==> config.mk <==
export PLATFORM = sky130hd
export DESIGN_NAME = seg7_scan_driver
export DESIGN_NICKNAME = d
export VERILOG_FILES = /design/src/rtl/seg7_scan_driver.sv
export SDC_FILE = /design/constraint.sdc
export NUM_CORES = 1
export LEC_CHECK = 0
export ABC_AREA = 0
export BUFFER_PORTS_ARGS = -buffer_cell sky130_fd_sc_hd__buf_2
export CAP_MARGIN = 20
export CORE_UTILIZATION = 55
export DETAILED_ROUTE_END_ITERATION = 16
export GPL_TIMING_DRIVEN = 0
export PLACE_DENSITY = 0.73
export SLEW_MARGIN = 20
export SYNTH_ARGS = -nofsm -noshare
export SYNTH_HDL_FRONTEND = slang
export SYNTH_SLANG_ARGS = --single-unit
==> constraint.sdc <==
create_clock -name clk -period 2.95 [get_ports clk]
set_input_delay 0.295 -clock clk [delete_from_list [all_inputs] [get_ports clk]]
set_output_delay 0.295 -clock clk [all_outputs]
set_load 0.005 [all_outputs]
==> src/rtl/seg7_scan_driver.sv <==
// Multiplexed 7-segment scan driver with double-buffered hex digits,
// leading-zero suppression and a blanking guard at each slot start.
// Ports: clk, rst_n (async, active low), value/dp_in/load (digit data),
//   blank_lz (suppress leading zeros), enable (0 = blank and freeze),
//   seg/dp/an (registered display drive), frame_done (end-of-frame pulse).
module seg7_scan_driver #(
   parameter int DIGITS      = 4,
   parameter int SCAN_DIV    = 50000,
   parameter int BLANK_CYC   = 2,
   parameter int SEG_ACT_LOW = 1,
   parameter int AN_ACT_LOW  = 1
) (
   input  logic                  clk,
   input  logic                  rst_n,
   input  logic [4*DIGITS-1:0]   value,
   input  logic [DIGITS-1:0]     dp_in,
   input  logic                  load,
   input  logic                  blank_lz,
   input  logic                  enable,
   output logic [6:0]            seg,
   output logic                  dp,
   output logic [DIGITS-1:0]     an,
   output logic                  frame_done
);

   localparam int PW = $clog2(SCAN_DIV);
   localparam int DW = $clog2(DIGITS);

   localparam logic [PW-1:0] P_LAST  = PW'(SCAN_DIV - 1);
   localparam logic [PW-1:0] P_BLANK = PW'(BLANK_CYC);
   localparam logic [DW-1:0] D_LAST  = DW'(DIGITS - 1);

   localparam logic [6:0] SEG_OFF = (SEG_ACT_LOW != 0) ? 7'h7f : 7'h00;
   localparam logic       DP_OFF  = (SEG_ACT_LOW != 0);
   localparam logic [DIGITS-1:0] AN_OFF =
      (AN_ACT_LOW != 0) ? {DIGITS{1'b1}} : {DIGITS{1'b0}};

   logic [PW-1:0]         pcnt;
   logic [DW-1:0]         didx;
   logic [4*DIGITS-1:0]   pending;
   logic [DIGITS-1:0]     pending_dp;
   logic                  pend;
   logic [4*DIGITS-1:0]   shadow;
   logic [DIGITS-1:0]     shadow_dp;

   logic                  tc;
   logic                  wrap;

   assign tc   = enable && (pcnt == P_LAST);
   assign wrap = tc && (didx == D_LAST);

   // Slot prescaler and digit index; both hold while disabled.
   always_ff @(posedge clk or negedge rst_n) begin
      if (!rst_n) begin
         pcnt <= '0;
         didx <= '0;
      end else if (enable) begin
         if (pcnt == P_LAST) begin
            pcnt <= '0;
            didx <= (didx == D_LAST) ? '0 : didx + 1'b1;
         end else begin
            pcnt <= pcnt + 1'b1;
         end
      end
   end

   // Two-stage buffer: shadow only changes at the frame boundary so a
   // frame never mixes old and new digits. A load landing exactly on
   // the boundary bypasses pending and goes straight to shadow.
   always_ff @(posedge clk or negedge rst_n) begin
      if (!rst_n) begin
         pending    <= '0;
         pending_dp <= '0;
         pend       <= 1'b0;
         shadow     <= '0;
         shadow_dp  <= '0;
      end else if (wrap) begin
         pend <= 1'b0;
         if (load) begin
            shadow    <= value;
            shadow_dp <= dp_in;
         end else if (pend) begin
            shadow    <= pending;
            shadow_dp <= pending_dp;
         end
      end else if (load) begin
         pending    <= value;
         pending_dp <= dp_in;
         pend       <= 1'b1;
      end
   end

   always_ff @(posedge clk or negedge rst_n) begin
      if (!rst_n) frame_done <= 1'b0;
      else        frame_done <= wrap;
   end

   logic [4*DIGITS-1:0]   lead;
   logic [3:0]            nib;
   logic                  lz_blank;
   logic [6:0]            font;
   logic [6:0]            seg_nxt;
   logic                  dp_nxt;
   logic [DIGITS-1:0]     an_hot;
   logic [DIGITS-1:0]     an_nxt;
   logic                  show;

   always_comb begin
      // Shadow shifted down to the current digit: its low nibble is the
      // digit, and all-zero means this digit and above are zeros.
      lead     = shadow >> {didx, 2'b00};
      nib      = lead[3:0];
      lz_blank = blank_lz && (didx != '0) && (lead == '0);
      font     = 7'h7f;
      unique case (nib)
         4'h0: font = 7'b1000000;
         4'h1: font = 7'b1111001;
         4'h2: font = 7'b0100100;
         4'h3: font = 7'b0110000;
         4'h4: font = 7'b0011001;
         4'h5: font = 7'b0010010;
         4'h6: font = 7'b0000010;
         4'h7: font = 7'b1111000;
         4'h8: font = 7'b0000000;
         4'h9: font = 7'b0010000;
         4'ha: font = 7'b0001000;
         4'hb: font = 7'b0000011;
         4'hc: font = 7'b1000110;
         4'hd: font = 7'b0100001;
         4'he: font = 7'b0000110;
         4'hf: font = 7'b0001110;
      endcase
      if (lz_blank) font = 7'h7f;
      seg_nxt = (SEG_ACT_LOW != 0) ? font : ~font;
      an_hot  = DIGITS'(1) << didx;
      dp_nxt  = (SEG_ACT_LOW != 0) ? ~(|(shadow_dp & an_hot))
                                   : |(shadow_dp & an_hot);
      an_nxt  = (AN_ACT_LOW != 0) ? ~an_hot : an_hot;
      // Anodes stay dark for the first BLANK_CYC cycles of each slot.
      show    = enable && (pcnt >= P_BLANK);
   end

   always_ff @(posedge clk or negedge rst_n) begin
      if (!rst_n) begin
         seg <= SEG_OFF;
         dp  <= DP_OFF;
         an  <= AN_OFF;
      end else if (show) begin
         seg <= seg_nxt;
         dp  <= dp_nxt;
         an  <= an_nxt;
      end else begin
         seg <= SEG_OFF;
         dp  <= DP_OFF;
         an  <= AN_OFF;
      end
   end

endmodule

Yosys cells after proc, flatten, opt, wreduce, memory -nomap -nowiden. Memory sizes are Yosys's and may differ from the RTL's. Cells that the tools add are included. Widths: inputs -> output; s select.

Equal/unequal tests: 2. Bitwise operators: 4. $add $sub $neg: 2. Shifts and indexed selects: 2. Reduce and logical (&&, ||, !) cells: 13. Magnitude comparators: 1. Muxes and demuxes: 12.

Operators with widths (count): $mux 16 (3); $add 16x1->16 const B (1); $eq 16x16->1 const B (1); $ge 16x2->1 const B (1); $logic_not 16->1 (1); $shr 16x4->16 (1); $mux 7 (2); $mux 4 (3); $reduce_and 2->1 (3); $reduce_bool 2->1 (3); $logic_and 1x1->1 (5); $and 4x4->4 (1); $not 4->4 (1); $reduce_or 4->1 (1); $shl 1x2->4 const A (1); $mux 1 (3); $add 2x1->2 const B (1); $eq 2x2->1 const B (1); $mux 2 (1); $not 1->1 (2).

Register bits after elaboration: 72. Memories kept: 1. Bits in read-only memories: 112. Logic and storage cells: 48.

Memory list: (name not given) (depth 16, bits a word 7, rd ports 1, clocked after Yosys merged registers in 0, write ports 0, line 115) `unique case (nib)`.

Logic depth before layout (Yosys ltp).
Depth in word-level cells: 5. Mapped depth: 10. Depth with buffers taken out: 8.

Worst setup path after synthesis. Ideal clock, no wire load.

Path type: reg-to-reg. From: reg didx[1]. To: reg seg[4]. Stages on the path, launching flop included: 10. Setup time: 0.111 ns. Slack: 0.666 ns. Data arrival time: 2.173 ns. Path through: dfrtp_1 > clkbuf_1 > buf_2 > mux4_2 > inv_1 > ha_1 > nor4b_1 > nand2_1 > o31a_1 > o311ai_0.

Cells in the longest elaborated chain, start to end: 5. Elaborated cells on any way between the ends: 8.

RTL lines: from (decl) (line 39) `logic [DW-1:0] didx;`; from (signal assigned) (line 60) `didx <= (didx == D_LAST) ? '0 : didx + 1'b1;`; parallel branches: the longest is 3 deep, another holds $mem_v2 16x7; $mux 7 (*) (line 133) `if (lz_blank) font = 7'h7f;`; $mux 7 (*) (line 148) `end else if (show) begin`; to (signal assigned) (line 149) `seg <= seg_nxt;`; to (decl) (line 20) `output logic [6:0] seg,`.

Every way passes the cells marked *. A chain may end at the register's enable or synchronous reset.

Worst setup path after layout. Same ends and word-level chain as after synthesis.

==> impl_metrics.tcl <==
set metrics [dict create \
    status "finished, final reports clean" \
    htree_levels 3 \
    drt_iter0_drc 212 \
    synth-seq-area-share_pct 45.5 \
    yosysTopAreaCellShare_pct 37.6 \
    root_buffer "clkbuf_8" \
    post-place-ws_ns 0.279 \
    yosys-top-cells-count "nor2_1, dfrtp_1, nand3_1" \
    hold_ws_ns 0.188 \
    rsz0062_at_grt "no" \
    ys.flop_type "dfrtp_1" \
    diodes 0 \
    nNetsFinal 495 \
    post-route-util_pct 65.0 \
    synth-seq-cells 72 \
    grt_max_degree 45 \
    antenna_found_initial 0 \
    drc_errors 0 \
    yosysWarningCount 0 \
    final_max_slew_viol_count 0 \
    fin_setup_tns_ns 0 \
    p_int_mw 1.56 \
    gp_congestion 0.849 \
    syn_area_sq_um 3990 \
    post_cts_resize_count 0 \
    synth.net_count 446 \
    p_comb_share_pct 14.3 \
    synthTopCellsByArea "dfrtp_1, dfstp_2, mux2_4" \
    hp-class "input pin to register" \
    ys_types 53 \
    tightest_slew_ns 0.688 \
    grt_pass1_vias 3073 \
    via_count 3158 \
    grt-ovfl-total 0 \
    synth_area_leader_cell "dfrtp_1" \
    setup-violations-final 0 \
    switchingPower_uw 608 \
    max_cap_violations 0 \
    pin_count 38 \
    worst-endpoint-required_ns 3.19 \
    pwr-share-seq_pct 53.6 \
    ir_drop_mv 0.249 \
    cts_setup_buffers 0 \
    fin_ws_ns 0.263 \
    cp-start-kind "register" \
    wl_per_cell_um 16.2 \
    swShare_pct 28.0 \
    cts_buffers 9 \
    grtUsageTotal_pct 26.2 \
    ant_nets 0 \
    end_kind "register" \
    cts.sinks 72 \
    min_period_ns 2.69 \
    drive_above_1_share_pct 26.3 \
    timing.fmax_mhz 372 \
    cts_tree "done" \
    die_w_um 87.2 \
    hold_viol 0 \
    clkPwrFrac_pct 32.0 \
    finalCritPeriodShare_pct 91.1 \
    core-area_sq_um 6910 \
    cp.arrival_ns 2.93 \
    dieHeight_um 87.2 \
    fin_skew_ns 0.00736 \
    rows 30 \
    avgSynthCellArea_sq_um 9.75 \
    ys_async_sr_fraction_pct 100 \
    die_area_sq_um 7600 \
    firstDrtPassIters 4 \
    cts_buffer_depth 2 \
    clock_latency_ns 0.35 \
    synth_cells 409 \
    clkTransAtPathRegs_ns 0.08 \
    syn_to_final_growth_pct 12.5 \
    grt_pass1_wl_um 15100 \
    hpwl_um 6310 \
    synth_most_common_cell "nor2_1" \
    path_max_fanout 10 \
    power_per_cell_area_nw_per_um2 483 \
    p_leak_nw 1.94 \
    synth_edf_count 0 \
    viasPerCell 5.65 \
    relSlewSlack_pct 52.8 \
    start_util_pct 57.8 \
    io_buffers 36 \
    critPathKind "register to register" \
    routed_wirelength_um 9060 \
]
## critical path: stages, from the launching register on
cell,delay [ns]
dfrtp_1,0.39
clkbuf_1,0.29
buf_2,0.28
mux4_2,0.39
inv_1,0.18
ha_1,0.23
nor4b_1,0.26
nand2_1,0.08
o31a_1,0.32
o311ai_0,0.14
## power by group through the flow
stage	Clock [mW]	Sequential, mW	Combinational (mW)
finish	0.695	1.16	0.311
global route	0.736	1.17	0.347
CTS	0.699	1.16	0.312
detailed placement	0	1.18	0.308
global placement	0	1.17	0.293
floorplan	0	1.15	0.221
## final cells by class
type,count,area [sq um]
multi-input cells,301,1990
well taps,96,120
flip-flops and latches,72,1820
plain buffers,24,136
clock buffers,13,149
inverters,12,45.0
clock inverters,3,17.5
repair buffers,38,213
fillers,611,2420
## cells by family after synthesis
kind of cell | after synthesis | synth area share [%]
simple gates | 193 | 23.9
flops | 72 | 45.5
compound gates | 54 | 8.60
buf+inv | 36 | 4.55
mux | 27 | 10.3
xor+xnor | 15 | 3.29
fa+ha+maj | 12 | 3.76
## stage by stage
stage          cells  total power [mW]  cell area [sq um]
2_1_floorplan    409              1.38               3990
3_3_place_gp     541              1.46               4290
3_5_place_dp     542              1.49               4310
4_1_cts          559              2.17               4490
5_1_grt          559              2.26               4490
6_report         559              2.17               4490
## registers in the layout (all words and copies together) (netlist names)
| signal | flops |
|---|---|
| dp | 1 |
| seg | 7 |
| an | 4 |
| frame_done | 1 |
| pending_dp | 4 |
| shadow | 16 |
| pending | 16 |
| shadow_dp | 4 |
| didx | 2 |
| pcnt | 16 |
| pend | 1 |
## routing by layer
layer	track usage (%)	share of wire, %	vias to the layer above
met1	37.3	47	1549
met3	3.60	5.0	9
met5	0	0	-
met4	8.94	1.3	0
li1	-	-	1520
met2	41.4	47	80
## final timing paths
kind | cells past startpoint | slack [ns] | start | end
setup / recovery | 9 | 0.26 | didx[1] | seg[4]
hold / removal | 2 | 0.19 | value[13] | pending[13]
setup reg to reg | 9 | 0.26 | didx[1] | seg[4]
hold reg to reg | 1 | 0.52 | pending[10] | pending[10]
max in group asynchronous | 3 | 1.91 | rst_n | seg[4]
min in group asynchronous | 2 | 0.42 | rst_n | pcnt[10]
## repair_timing
item | in CTS | in global routing
hold buffers | 1 | 0
hold endpoints to repair | 28 | 0
setup endpoints to repair | 0 | 0
## layout by cell type (no fill, tap or decap), types with 5 or more instances in the layout
cell	Yosys	final
dfstp_2	12	12
buf_2	7	42
or2_2	16	16
mux2_4	20	20
buf_6	5	5
nand2_1	22	22
nor2_1	77	77
clkbuf_1	11	14
inv_1	12	12
a31oi_1	6	6
clkbuf_8	0	10
nand4_1	6	6
ha_1	12	12
xnor2_1	11	11
nor3_1	21	21
a21oi_1	19	19
dfrtp_1	60	60
o21ai_0	7	7
nand3_1	23	23
(Power assumes the default switching activity.)
